**src/rtl/sargantana_icache_pkg.sv**
```systemverilog
// Shared types and constants for the icache invalidation sequencer.
// Imported by the sequencer top and its invalidation FIFO.
package sargantana_icache_pkg;

    localparam int ICACHE_N_WAY     = 4;
    localparam int ICACHE_IDX_WIDTH = 6;
    localparam int ICACHE_NUM_SETS  = 2 ** ICACHE_IDX_WIDTH;
    localparam int INVAL_FIFO_DEPTH = 2;

    typedef enum logic [2:0] {
        ST_INIT,
        ST_IDLE,
        ST_FLUSH,
        ST_INVAL,
        ST_DONE
    } icache_inval_state_t;

endpackage

```
**src/rtl/sargantana_icache_inval_fifo.sv**
```systemverilog
// Small synchronous FIFO holding pending L2 set invalidations.
// Registered occupancy count; no push-to-pop bypass.
module sargantana_icache_inval_fifo #(
    parameter int WIDTH = 6,
    parameter int DEPTH = 2
) (
    input  logic             clk_i,
    input  logic             rst_i,
    input  logic             push_i,
    input  logic [WIDTH-1:0] data_i,
    input  logic             pop_i,
    output logic             full_o,
    output logic             empty_o,
    output logic [WIDTH-1:0] head_o
);

    localparam int PTR_W = $clog2(DEPTH);

    logic [WIDTH-1:0] mem [DEPTH];
    logic [PTR_W-1:0] wr_ptr;
    logic [PTR_W-1:0] rd_ptr;
    logic [PTR_W:0]   count;
    logic             do_push;
    logic             do_pop;

    assign full_o  = (count == (PTR_W+1)'(DEPTH));
    assign empty_o = (count == '0);
    assign head_o  = mem[rd_ptr];
    assign do_push = push_i & ~full_o;
    assign do_pop  = pop_i & ~empty_o;

    // Storage write; contents need no reset since count gates reads.
    always_ff @(posedge clk_i) begin
        if (do_push) begin
            mem[wr_ptr] <= data_i;
        end
    end

    // Pointer and occupancy tracking.
    always_ff @(posedge clk_i) begin
        if (rst_i) begin
            wr_ptr <= '0;
            rd_ptr <= '0;
            count  <= '0;
        end else begin
            if (do_push) begin
                wr_ptr <= wr_ptr + PTR_W'(1);
            end
            if (do_pop) begin
                rd_ptr <= rd_ptr + PTR_W'(1);
            end
            if (do_push && !do_pop) begin
                count <= count + (PTR_W+1)'(1);
            end else if (!do_push && do_pop) begin
                count <= count - (PTR_W+1)'(1);
            end
        end
    end

endmodule

```
**src/rtl/sargantana_icache_inval_ctrl.sv**
```systemverilog
// Invalidation/flush sequencer feeding the icache replace unit.
// Walks all sets on reset and fence.i, then drains queued L2 invalidations.
module sargantana_icache_inval_ctrl
    import sargantana_icache_pkg::*;
#(
    parameter int ICACHE_N_WAY     = 4,
    parameter int ICACHE_IDX_WIDTH = 6,
    parameter int INVAL_FIFO_DEPTH = 2
) (
    input  logic                        clk_i,
    input  logic                        rst_i,
    input  logic                        flush_req_i,
    output logic                        flush_ack_o,
    input  logic                        l2_inval_valid_i,
    input  logic [ICACHE_IDX_WIDTH-1:0] l2_inval_idx_i,
    output logic                        l2_inval_ready_o,
    input  logic                        core_busy_i,
    output logic                        flush_ena_o,
    output logic                        inval_o,
    output logic [ICACHE_IDX_WIDTH-1:0] cline_index_o,
    output logic                        core_stall_o,
    output logic                        busy_o
);

    localparam logic [ICACHE_IDX_WIDTH-1:0] LAST_IDX = '1;

    if (ICACHE_N_WAY < 1 || INVAL_FIFO_DEPTH < 2 ||
        (INVAL_FIFO_DEPTH & (INVAL_FIFO_DEPTH - 1)) != 0) begin : g_bad_param
        $error("sargantana_icache_inval_ctrl: bad parameters");
    end

    icache_inval_state_t         state_q;
    icache_inval_state_t         state_d;
    logic [ICACHE_IDX_WIDTH-1:0] cnt_q;
    logic [ICACHE_IDX_WIDTH-1:0] cnt_d;
    logic                        from_flush_q;
    logic                        from_flush_d;
    logic                        q_full;
    logic                        q_empty;
    logic [ICACHE_IDX_WIDTH-1:0] q_head;
    logic                        q_pop;
    logic                        flush_ena;
    logic                        inval;
    logic                        ack;
    logic [ICACHE_IDX_WIDTH-1:0] cline;

    assign l2_inval_ready_o = ~q_full & ~rst_i;

    sargantana_icache_inval_fifo #(
        .WIDTH (ICACHE_IDX_WIDTH),
        .DEPTH (INVAL_FIFO_DEPTH)
    ) u_fifo (
        .clk_i   (clk_i),
        .rst_i   (rst_i),
        .push_i  (l2_inval_valid_i & l2_inval_ready_o),
        .data_i  (l2_inval_idx_i),
        .pop_i   (q_pop),
        .full_o  (q_full),
        .empty_o (q_empty),
        .head_o  (q_head)
    );

    // State, walk counter and ack-origin flag.
    always_ff @(posedge clk_i) begin
        if (rst_i) begin
            state_q      <= ST_INIT;
            cnt_q        <= '0;
            from_flush_q <= 1'b0;
        end else begin
            state_q      <= state_d;
            cnt_q        <= cnt_d;
            from_flush_q <= from_flush_d;
        end
    end

    // Next state and array commands; a stalled walk holds its index.
    always_comb begin
        state_d      = state_q;
        cnt_d        = cnt_q;
        from_flush_d = from_flush_q;
        flush_ena    = 1'b0;
        inval        = 1'b0;
        ack          = 1'b0;
        q_pop        = 1'b0;
        cline        = cnt_q;
        unique case (state_q)
            ST_INIT, ST_FLUSH: begin
                if (!core_busy_i) begin
                    flush_ena = 1'b1;
                    cnt_d     = cnt_q + 1'b1;
                    if (cnt_q == LAST_IDX) begin
                        state_d = ST_DONE;
                    end
                end
            end
            ST_DONE: begin
                ack          = from_flush_q;
                from_flush_d = 1'b0;
                state_d      = ST_IDLE;
            end
            ST_IDLE: begin
                if (flush_req_i) begin
                    state_d      = ST_FLUSH;
                    from_flush_d = 1'b1;
                end else if (!q_empty && !core_busy_i) begin
                    state_d = ST_INVAL;
                end
            end
            ST_INVAL: begin
                q_pop = 1'b1;
                inval = 1'b1;
                cline = q_head;
                if (flush_req_i) begin
                    state_d      = ST_FLUSH;
                    from_flush_d = 1'b1;
                end else begin
                    state_d = ST_IDLE;
                end
            end
            default: begin
                state_d = ST_INIT;
            end
        endcase
    end

    assign flush_ena_o   = flush_ena & ~rst_i;
    assign inval_o       = inval & ~rst_i;
    assign flush_ack_o   = ack & ~rst_i;
    assign cline_index_o = rst_i ? '0 : cline;
    assign busy_o        = (state_q != ST_IDLE) | ~q_empty;
    assign core_stall_o  = (state_q != ST_IDLE) | flush_req_i | ~q_empty;

endmodule

```
**config.mk**
```make
export PLATFORM = sky130hd
export DESIGN_NAME = sargantana_icache_inval_ctrl
export DESIGN_NICKNAME = d
export VERILOG_FILES = /design/src/rtl/sargantana_icache_pkg.sv /design/src/rtl/sargantana_icache_inval_fifo.sv /design/src/rtl/sargantana_icache_inval_ctrl.sv
export SDC_FILE = /design/constraint.sdc
export NUM_CORES = 1
export LEC_CHECK = 0
export CORE_MARGIN = 3
export CORE_UTILIZATION = 51
export CTS_CLUSTER_SIZE = 10
export DETAILED_ROUTE_END_ITERATION = 8
export PLACE_DENSITY = 0.78
export SLEW_MARGIN = 20
export SYNTH_ARGS = -nofsm -noshare
export SYNTH_HDL_FRONTEND = slang
export SYNTH_SLANG_ARGS = --single-unit
```
**constraint.sdc**
```tcl
create_clock -name clk_i -period 2.4 [get_ports clk_i]
set_clock_uncertainty 0.05 [all_clocks]
set_input_delay 0.48 -clock clk_i [delete_from_list [all_inputs] [get_ports clk_i]]
set_output_delay 0.48 -clock clk_i [all_outputs]
set_load 0.02 [all_outputs]
```
==> results.tsv, run 1 <==
metric	value	unit
Static Leak	0.6058	nW
Residual DRC	0	
nets	165	
vias in the first global route	994	
Worst Setup End Kind	primary output	
Sw Ratio	0.2422	
Max Root-Sink Buffers	2	
CP max-delay cell	clkdlybuf4s50_1	
CTS H-Tree Depth	1	
Final ANT Viol Nets	0	
Most common cell on crit path	clkdlybuf4s50_1	
PwrDens	500.4	nW/um^2
Clock power frac	0.251	
row count	17	
worst hold start	from_flush_q	
ANT cells	0	
crit path buf inv count	3	
ratio of routed vias to standard cells	5.486	
DRT iter0 DRCs	15	
post-layout power	0.8065	mW
crit path launch type	input pin	
crit path DAT	1.81	ns
Cell Chain, Critical Path	clkdlybuf4s50_1 -> buf_12 -> nor2b_1 -> clkdlybuf4s50_1	
drt first pass iters	4	
RSZ-0062 raised after global routing	false	
Synth Flop Type	dfxtp_1	
die area	3158	um^2
status	completed	
first-pass GRT wire length	4305	um
later-pin clock latency in the skew report	0.34	ns
highest clock rate	0.4282	GHz
Max-slew headroom	0.6922	
CTS root buffer	clkbuf_4	
EDFF count, synth	12	
routability cong.	0.7105	
Req. time, crit path	1.87	ns
synth-to-layout area growth	25.41	%
Mapped Avg Cell Area	10.62	um^2
routed via count	982	
Initial Util	0.5594	
P_int	0.6111	mW
VDD IR-drop max	0.4333	mV
CTS buffer count	3	
fin crit period	2.335	ns
Total Routing Usage GR	0.1729	
Post-Syn Area	1285	um^2
routed wire length	2659	um
Core Footprint	2297	um^2
delay-heaviest family, CP	buffers and inverters	
antenna violations before repair	0	
Slew @ Worst Pin	0.4568	ns
Slew Viols, Final	0	
Hold WC Path Type	reg2reg	
CTS sink count	27	
R2R Setup Slk	0.44	ns
Sequential Power Share	0.634	
Hold WS	0.4551	ns
Final Hold Vio Count	0	
Detailed Place HPWL	1988	um
post-synthesis sequential area ratio	0.5141	
syn nets	134	
IO Pins	23	
number of synthesis warnings	0	
clk slew on worst S/H paths	0.14	ns
Synth async-reset ratio	0	
switching power	0.1953	mW
worst-path maximum fanout	17	
# setup viols final	0	
reg2reg end	u_fifo.count[1]	
CTS tree	built	
CP peak stage delay	0.61	ns
Post-Syn Instances	121	
FF-to-FF Start	state_q[2]	
hold path depth	2	
Max Cap Viol	0	
Final TNS setup	0	ns
DIE HEIGHT	56.20	um
layout cells sized above 1	0.2119	
Wirelength per Cell	14.85	um
R2R depth	7	
hold worst-path end	from_flush_q	
Tcrit/Tclk final	0.9730	
GR Overflow Total	0	
Netlist cell types	35	
combinational power share	0.115	
chip width	56.20	um
largest net degree at the start of global routing	18	
CTS Hold Bufs	0	
input/output buffers	22	
flops & latches, synth	27	
kind of critical path	in2out	
==> how the worst max path moves through the flow <==
stage                             to  slack, ns  startpoint  cells past startpoint
floorplan           cline_index_o[2]       0.24  state_q[0]                      6
global placement         flush_ack_o      -0.09       rst_i                      4
detailed placement  cline_index_o[4]      -0.13       rst_i                      4
CTS                 cline_index_o[3]       0.03  state_q[1]                      5
global route                 inval_o      0.005       rst_i                      4
finish                       inval_o       0.06       rst_i                      4
==> cell type report <==
| class | instances | area, um^2 |
|---|---|---|
| clock buffers | 3 | 22.52 |
| clock inverters | 1 | 5.005 |
| fillers | 178 | 685.7 |
| inverters | 3 | 11.26 |
| multi-input cells | 82 | 561.8 |
| flip-flops and latches | 27 | 664.4 |
| well taps | 28 | 35.03 |
| repair buffers | 35 | 311.5 |
==> worst min-delay path, cell delays in order, from the launching register on <==
cell	delay, ns
dfxtp_1	0.34
o21ai_0	0.07
a21oi_1	0.07
==> stage by stage <==
stage | utilization | cells | setup slack (ns) | cell area [um^2]
floorplan | - | 121 | 0.2355 | 1285
global placement | 0.6841 | 172 | -0.08546 | 1572
detailed placement | 0.6841 | 172 | -0.1259 | 1572
CTS | 0.7032 | 179 | 0.02503 | 1615
global route | 0.7015 | 179 | 0.004945 | 1612
finish | 0.7015 | 179 | 0.06484 | 1612
==> kinds of logic after synthesis <==
family / synth area share
compound gates: 0.1120
xor+xnor: 0.02045
fa+ha+maj: 0.01947
buf+inv: 0.05258
flops: 0.5141
mux: 0.07985
simple gates: 0.2016
==> power by group through the flow <==
stage | clock network, mW | logic (mW) | registers, mW
after global placement | 0 | 0.0921 | 0.520
final | 0.203 | 0.0925 | 0.511
after detailed placement | 0 | 0.0953 | 0.522
after global routing | 0.225 | 0.103 | 0.514
after CTS | 0.210 | 0.0937 | 0.512
after floorplan | 0 | 0.0493 | 0.518
==> per-layer routing <==
layer / vias up / track usage / routed length [um] / share of wire
met2: 18 / 0.2938 / 1384 / 0.52
met4: 0 / 0.09153 / 53 / 0.020
met1: 462 / 0.2058 / 1142 / 0.43
met5: - / 0 / 0 / 0
li1: 496 / - / - / -
met3: 6 / 0.03016 / 79 / 0.030
==> state kept, by name, summed over array words and instances, names as in the netlist, named ones only <==
name / flops
u_fifo.rd_ptr: 1
from_flush_q: 1
u_fifo.wr_ptr: 1
u_fifo.mem: 12
state_q: 3
u_fifo.count: 2
cnt_q: 6
==> repair_timing <==
action	in CTS	in global routing
endpoints found under the hold margin	0	0
resized for setup	16	10
pin swaps	1	0
setup endpoints to repair	11	8
setup buffers	3	0
==> Yosys cell counts (2+ instances only) <==
cell type / n / area [um^2]
a211oi_1: 6 / 45.04
a21oi_1: 6 / 30.03
buf_1: 2 / 7.510
buf_6: 3 / 33.78
clkbuf_1: 4 / 15.01
dfxtp_1: 15 / 300.3
edfxtp_1: 12 / 360.4
ha_1: 2 / 25.02
inv_1: 3 / 11.26
mux2_2: 2 / 22.52
mux2i_1: 8 / 80.08
nand2_1: 2 / 7.510
nand2b_1: 3 / 18.77
nand3_1: 2 / 10.01
nor2_1: 17 / 63.81
nor2b_1: 5 / 31.28
nor3b_1: 2 / 15.01
nor4b_1: 2 / 17.52
o21ai_0: 4 / 20.02
o31ai_1: 3 / 22.52
or4_1: 3 / 22.52
xor2_1: 2 / 17.52
==> placed cells by master, fill, tap and decap left out, types with 2 or more instances in the layout <==
cell type and instances:
a211oi_1 5, mux2_2 2, o31ai_1 3, clkbuf_2 3, edfxtp_1 12, nand2b_1 3
mux2i_1 8, inv_1 3, o21ai_0 4, dfxtp_1 12, dlygate4sd2_1 6, ha_1 2
clkdlybuf4s50_1 11, or4_1 3, dfxtp_2 3, buf_4 12, xor2_1 2, nor3b_1 2
nor2b_1 5, nand3_1 2, nor4b_1 2, a21oi_1 6, nor2_1 17, nand2_1 2
clkbuf_4 3
(Power assumes the default switching activity.)
==> inputs of run 2 (changes only) <==
Settings changed: CELL_PAD_IN_SITES_DETAIL_PLACEMENT from default to 1, CELL_PAD_IN_SITES_GLOBAL_PLACEMENT from default to 1, CORE_UTILIZATION 51 to 40, PLACE_DENSITY 0.78 to 0.85, TNS_END_PERCENT from default to 100.
==> results.tsv, run 2 (same netlist as run 1, synthesis figures left out) <==
metric	value	unit
status	completed	
ratio of routed vias to standard cells	5.166	
PwrDens	491.4	nW/um^2
Detailed Place HPWL	2175	um
chip width	62.68	um
combinational power share	0.115	
# setup viols final	0	
CP peak stage delay	0.39	ns
Wirelength per Cell	15.21	um
Core Footprint	2900	um^2
CTS Hold Bufs	0	
RSZ-0062 raised after global routing	false	
Slew Viols, Final	0	
CTS buffer count	3	
drt first pass iters	4	
VDD IR-drop max	0.3718	mV
crit path DAT	1.73	ns
routed wire length	2935	um
synth-to-layout area growth	27.07	%
first-pass GRT wire length	5195	um
Final Hold Vio Count	0	
most common cell after layout, fill and taps aside	nor2_1	
Final TNS setup	0	ns
max reg flops	12	
Hold WC Path Type	reg2reg	
vias in the first global route	1123	
Max Cap Viol	0	
Sw Ratio	0.2417	
largest net degree at the start of global routing	17	
layout cells sized above 1	0.1854	
CTS root buffer	clkbuf_4	
DIE HEIGHT	62.68	um
Final ANT Viol Nets	0	
kind of critical path	reg2out	
Max-slew headroom	0.7105	
Residual DRC	0	
highest clock rate	0.4434	GHz
Tcrit/Tclk final	0.9398	
crit path launch type	register	
Total Routing Usage GR	0.1614	
Slew @ Worst Pin	0.4297	ns
row count	19	
P_int	0.6084	mW
routed via count	997	
fin crit period	2.255	ns
Top reg by flops	u_fifo.mem	
CTS sink count	27	
IO Pins	23	
routability cong.	0.7529	
DRT iter0 DRCs	20	
later-pin clock latency in the skew report	0.33	ns
largest registers	u_fifo.mem x12, cnt_q x6, state_q x3	
Worst Setup End Kind	primary output	
antenna violations before repair	0	
input/output buffers	22	
Initial Util	0.4431	
Max Root-Sink Buffers	2	
CTS tree	built	
switching power	0.1939	mW
ANT cells	0	
post-layout power	0.8023	mW
GR Overflow Total	0	
Cell Chain, Critical Path	buf_4 -> and3b_1 -> a211oi_1 -> dlygate4sd2_1	
Req. time, crit path	1.87	ns
Sequential Power Share	0.635	
Static Leak	0.6214	nW
clk slew on worst S/H paths	0.14	ns
Clock power frac	0.251	
R2R Setup Slk	0.27	ns
worst-path maximum fanout	7	
nets	165	
CTS H-Tree Depth	1	
Hold WS	0.4616	ns
die area	3929	um^2
most frequent cells in the layout	nor2_1 (17), dfxtp_1 (12), edfxtp_1 (12), buf_4 (11), clkdlybuf4s50_1 (10)	
CP max-delay cell	dfxtp_4	
==> run 2: path summary, 6_finish.rpt <==
kind / from / endpoint / depth (start not counted)
setup / recovery: state_q[0] / cline_index_o[5] / 4
hold reg to reg: u_fifo.wr_ptr / u_fifo.wr_ptr / 1
hold / removal: u_fifo.wr_ptr / u_fifo.wr_ptr / 1
setup reg to reg: state_q[0] / u_fifo.count[1] / 7
==> run 2: power by group through the flow <==
stage / sequential, mW / clock, mW / combinational [mW]
6_report: 0.509 / 0.201 / 0.0921
5_1_grt: 0.512 / 0.233 / 0.102
4_1_cts: 0.510 / 0.208 / 0.0933
3_5_place_dp: 0.522 / 0 / 0.0955
3_3_place_gp: 0.520 / 0 / 0.0911
2_1_floorplan: 0.518 / 0 / 0.0493
==> run 2: per-stage QoR <==
stage                     setup WS, ns  cell area, um^2  utilization  std cells
after floorplan                 0.2355             1285            -        121
after global placement        -0.09649             1589       0.5479        186
after detailed placement       -0.1378             1589       0.5479        186
after CTS                      0.01003             1627       0.5608        192
after global routing           0.03752             1633       0.5630        193
final                           0.1445             1633       0.5630        193
==> run 2: critical path: cells and delay by family, from the launching register on <==
family / cells / cell delay [ns]
compound gates: 1 / 0.26
buf+inv: 2 / 0.50
flops: 1 / 0.39
simple gates: 1 / 0.25
==> run 2: area by class of cell <==
class	instances	area, um^2
clock inverters	1	7.507
inverters	3	11.26
well taps	42	52.55
clock buffers	3	22.52
flip-flops and latches	27	669.4
multi-input cells	83	565.5
repair buffers	34	304.0
fillers	336	1267
==> run 2: per-layer routing <==
| layer | part of all wire | wire [um] | global-route usage | vias to the layer above |
|---|---|---|---|---|
| met4 | 0.0058 | 17 | 0.04683 | 0 |
| met5 | 0 | 0 | 0 | - |
| met3 | 0.021 | 61 | 0.02518 | 2 |
| met2 | 0.54 | 1595 | 0.3049 | 10 |
| met1 | 0.43 | 1261 | 0.1850 | 487 |
| li1 | - | - | - | 498 |
==> run 2: timing repair <==
| item | CTS | global route |
|---|---|---|
| pin swaps | 1 | 0 |
| endpoints found under the setup margin | 12 | 6 |
| resized for setup | 14 | 8 |
| buffers inserted | 1 | 1 |
| cloned | 1 | 0 |
| endpoints found under the hold margin | 0 | 0 |
==> inputs of run 3 (changes only) <==
Settings changed: CORE_ASPECT_RATIO from default to 0.5, CORE_UTILIZATION 40 to 47, DONT_BUFFER_PORTS from default to 1, PLACE_DENSITY 0.85 to 0.82.
==> results.tsv, run 3 (same netlist as run 1, synthesis figures left out) <==
metric	value	unit
post-layout power	0.8213	mW
later-pin clock latency in the skew report	0.27	ns
most frequent cells in the layout	nor2_1 (17), dfxtp_1 (15), edfxtp_1 (12), mux2i_1 (8), buf_4 (8)	
Req. time, crit path	1.87	ns
Wirelength per Cell	15.88	um
Final TNS setup	0	ns
status	completed	
CTS buffer count	3	
PwrDens	594.6	nW/um^2
Final ANT Viol Nets	0	
DRT iter0 DRCs	49	
DIE HEIGHT	42.98	um
crit path launch type	register	
input/output buffers	0	
highest clock rate	0.4456	GHz
most common cell after layout, fill and taps aside	nor2_1	
max reg flops	12	
CTS root buffer	clkbuf_8	
R2R depth	5	
largest registers	u_fifo.mem x12, cnt_q x6, state_q x3	
Detailed Place HPWL	1873	um
Core Footprint	2402	um^2
Top reg by flops	u_fifo.mem	
row count	12	
ANT cells	0	
Tcrit/Tclk final	0.9350	
hold path depth	1	
Worst Setup End Kind	primary output	
Slew Viols, Final	0	
fin crit period	2.244	ns
post-route cell area	1381	um^2
CTS H-Tree Depth	1	
chip width	79.95	um
synth-to-layout area growth	7.497	%
antenna violations before repair	0	
RSZ-0062 raised after global routing	false	
CTS tree	built	
clk slew on worst S/H paths	0.09	ns
Fillers	256	
Residual DRC	0	
Reg area	660.6	um^2
ratio of routed vias to standard cells	5.440	
routability cong.	0.7188	
layout cells sized above 1	0.1532	
Post-Place Setup Slack	0.2972	ns
PnR worst setup slack	0.1559	ns
vias in the first global route	856	
nets	138	
CTS Hold Bufs	0	
post-CTS setup repair buffer count	0	
die area	3436	um^2
placed instance area	1333	um^2
first-pass GRT wire length	4153	um
Initial Util	0.5349	
Max Root-Sink Buffers	2	
Static Leak	0.4638	nW
CTS sink count	27	
multi-input combinational cell area	556.8	um^2
VDD IR-drop max	0.4904	mV
Final Hold Vio Count	0	
GR Overflow Total	0	
worst-path maximum fanout	10	
largest net degree at the start of global routing	29	
kind of critical path	reg2out	
IO Pins	23	
# setup viols final	0	
Max-slew headroom	0.6548	
Hold WC Path Type	in2reg	
Slew @ Worst Pin	0.5167	ns
drt first pass iters	4	
Max Cap Viol	0	
crit path DAT	1.71	ns
routed via count	865	
Hold WS	0.2181	ns
Total Routing Usage GR	0.1600	
Post-CTS Resized	0	
routed wire length	2525	um
[run 3: cell count changes in the layout (fill, tap and decap cells not counted), sizes merged]
cell,change
dlymetal6s2s,-1
buf,-4
clkbuf,-2
and3b,-1
dlygate4sd2,-9
clkdlybuf4s50,-10
[run 3: per-layer routing]
metal  global-route usage  wire length [um]  part of all wire
met1               0.2031              1181              0.47
met2               0.2467              1181              0.47
met3              0.07203               147             0.058
met4              0.04377                14            0.0055
met5                    0                 0                 0
[run 3: worst paths after layout]
kind                startpoint         endpoint  slack (ns)
setup / recovery    state_q[0]     core_stall_o        0.16
hold / removal           rst_i         cnt_q[0]        0.22
setup reg to reg    state_q[0]  u_fifo.count[1]        0.26
hold reg to reg   from_flush_q     from_flush_q        0.44
[run 3: area by class of cell]
cell class / count / area share
clock buffers: 3 / 0.02989
clock inverters: 1 / 0.005435
inverters: 3 / 0.008152
multi-input cells: 82 / 0.4031
flip-flops and latches: 27 / 0.4783
well taps: 35 / 0.03170
repair buffers: 8 / 0.04348
[run 3: report_power, final]
group / total [mW] / internal, mW / switching, mW / leakage, nW
Combinational: 0.0530 / 0.0222 / 0.0307 / 0.210
Clock: 0.256 / 0.118 / 0.139 / 0.0217
Sequential: 0.512 / 0.499 / 0.0133 / 0.232
Total: 0.821 / 0.639 / 0.183 / 0.464
[run 3: stage by stage]
stage	instances	util
2_1_floorplan	121	-
3_3_place_gp	155	0.5547
3_5_place_dp	155	0.5547
4_1_cts	159	0.5750
5_1_grt	159	0.5750
6_report	159	0.5750
[run 3: critical path, stage by stage, from the launching register on]
cell and delay, ns:
dfxtp_1 0.48, or2b_1 0.28, or4_1 0.42, nand2b_1 0.26
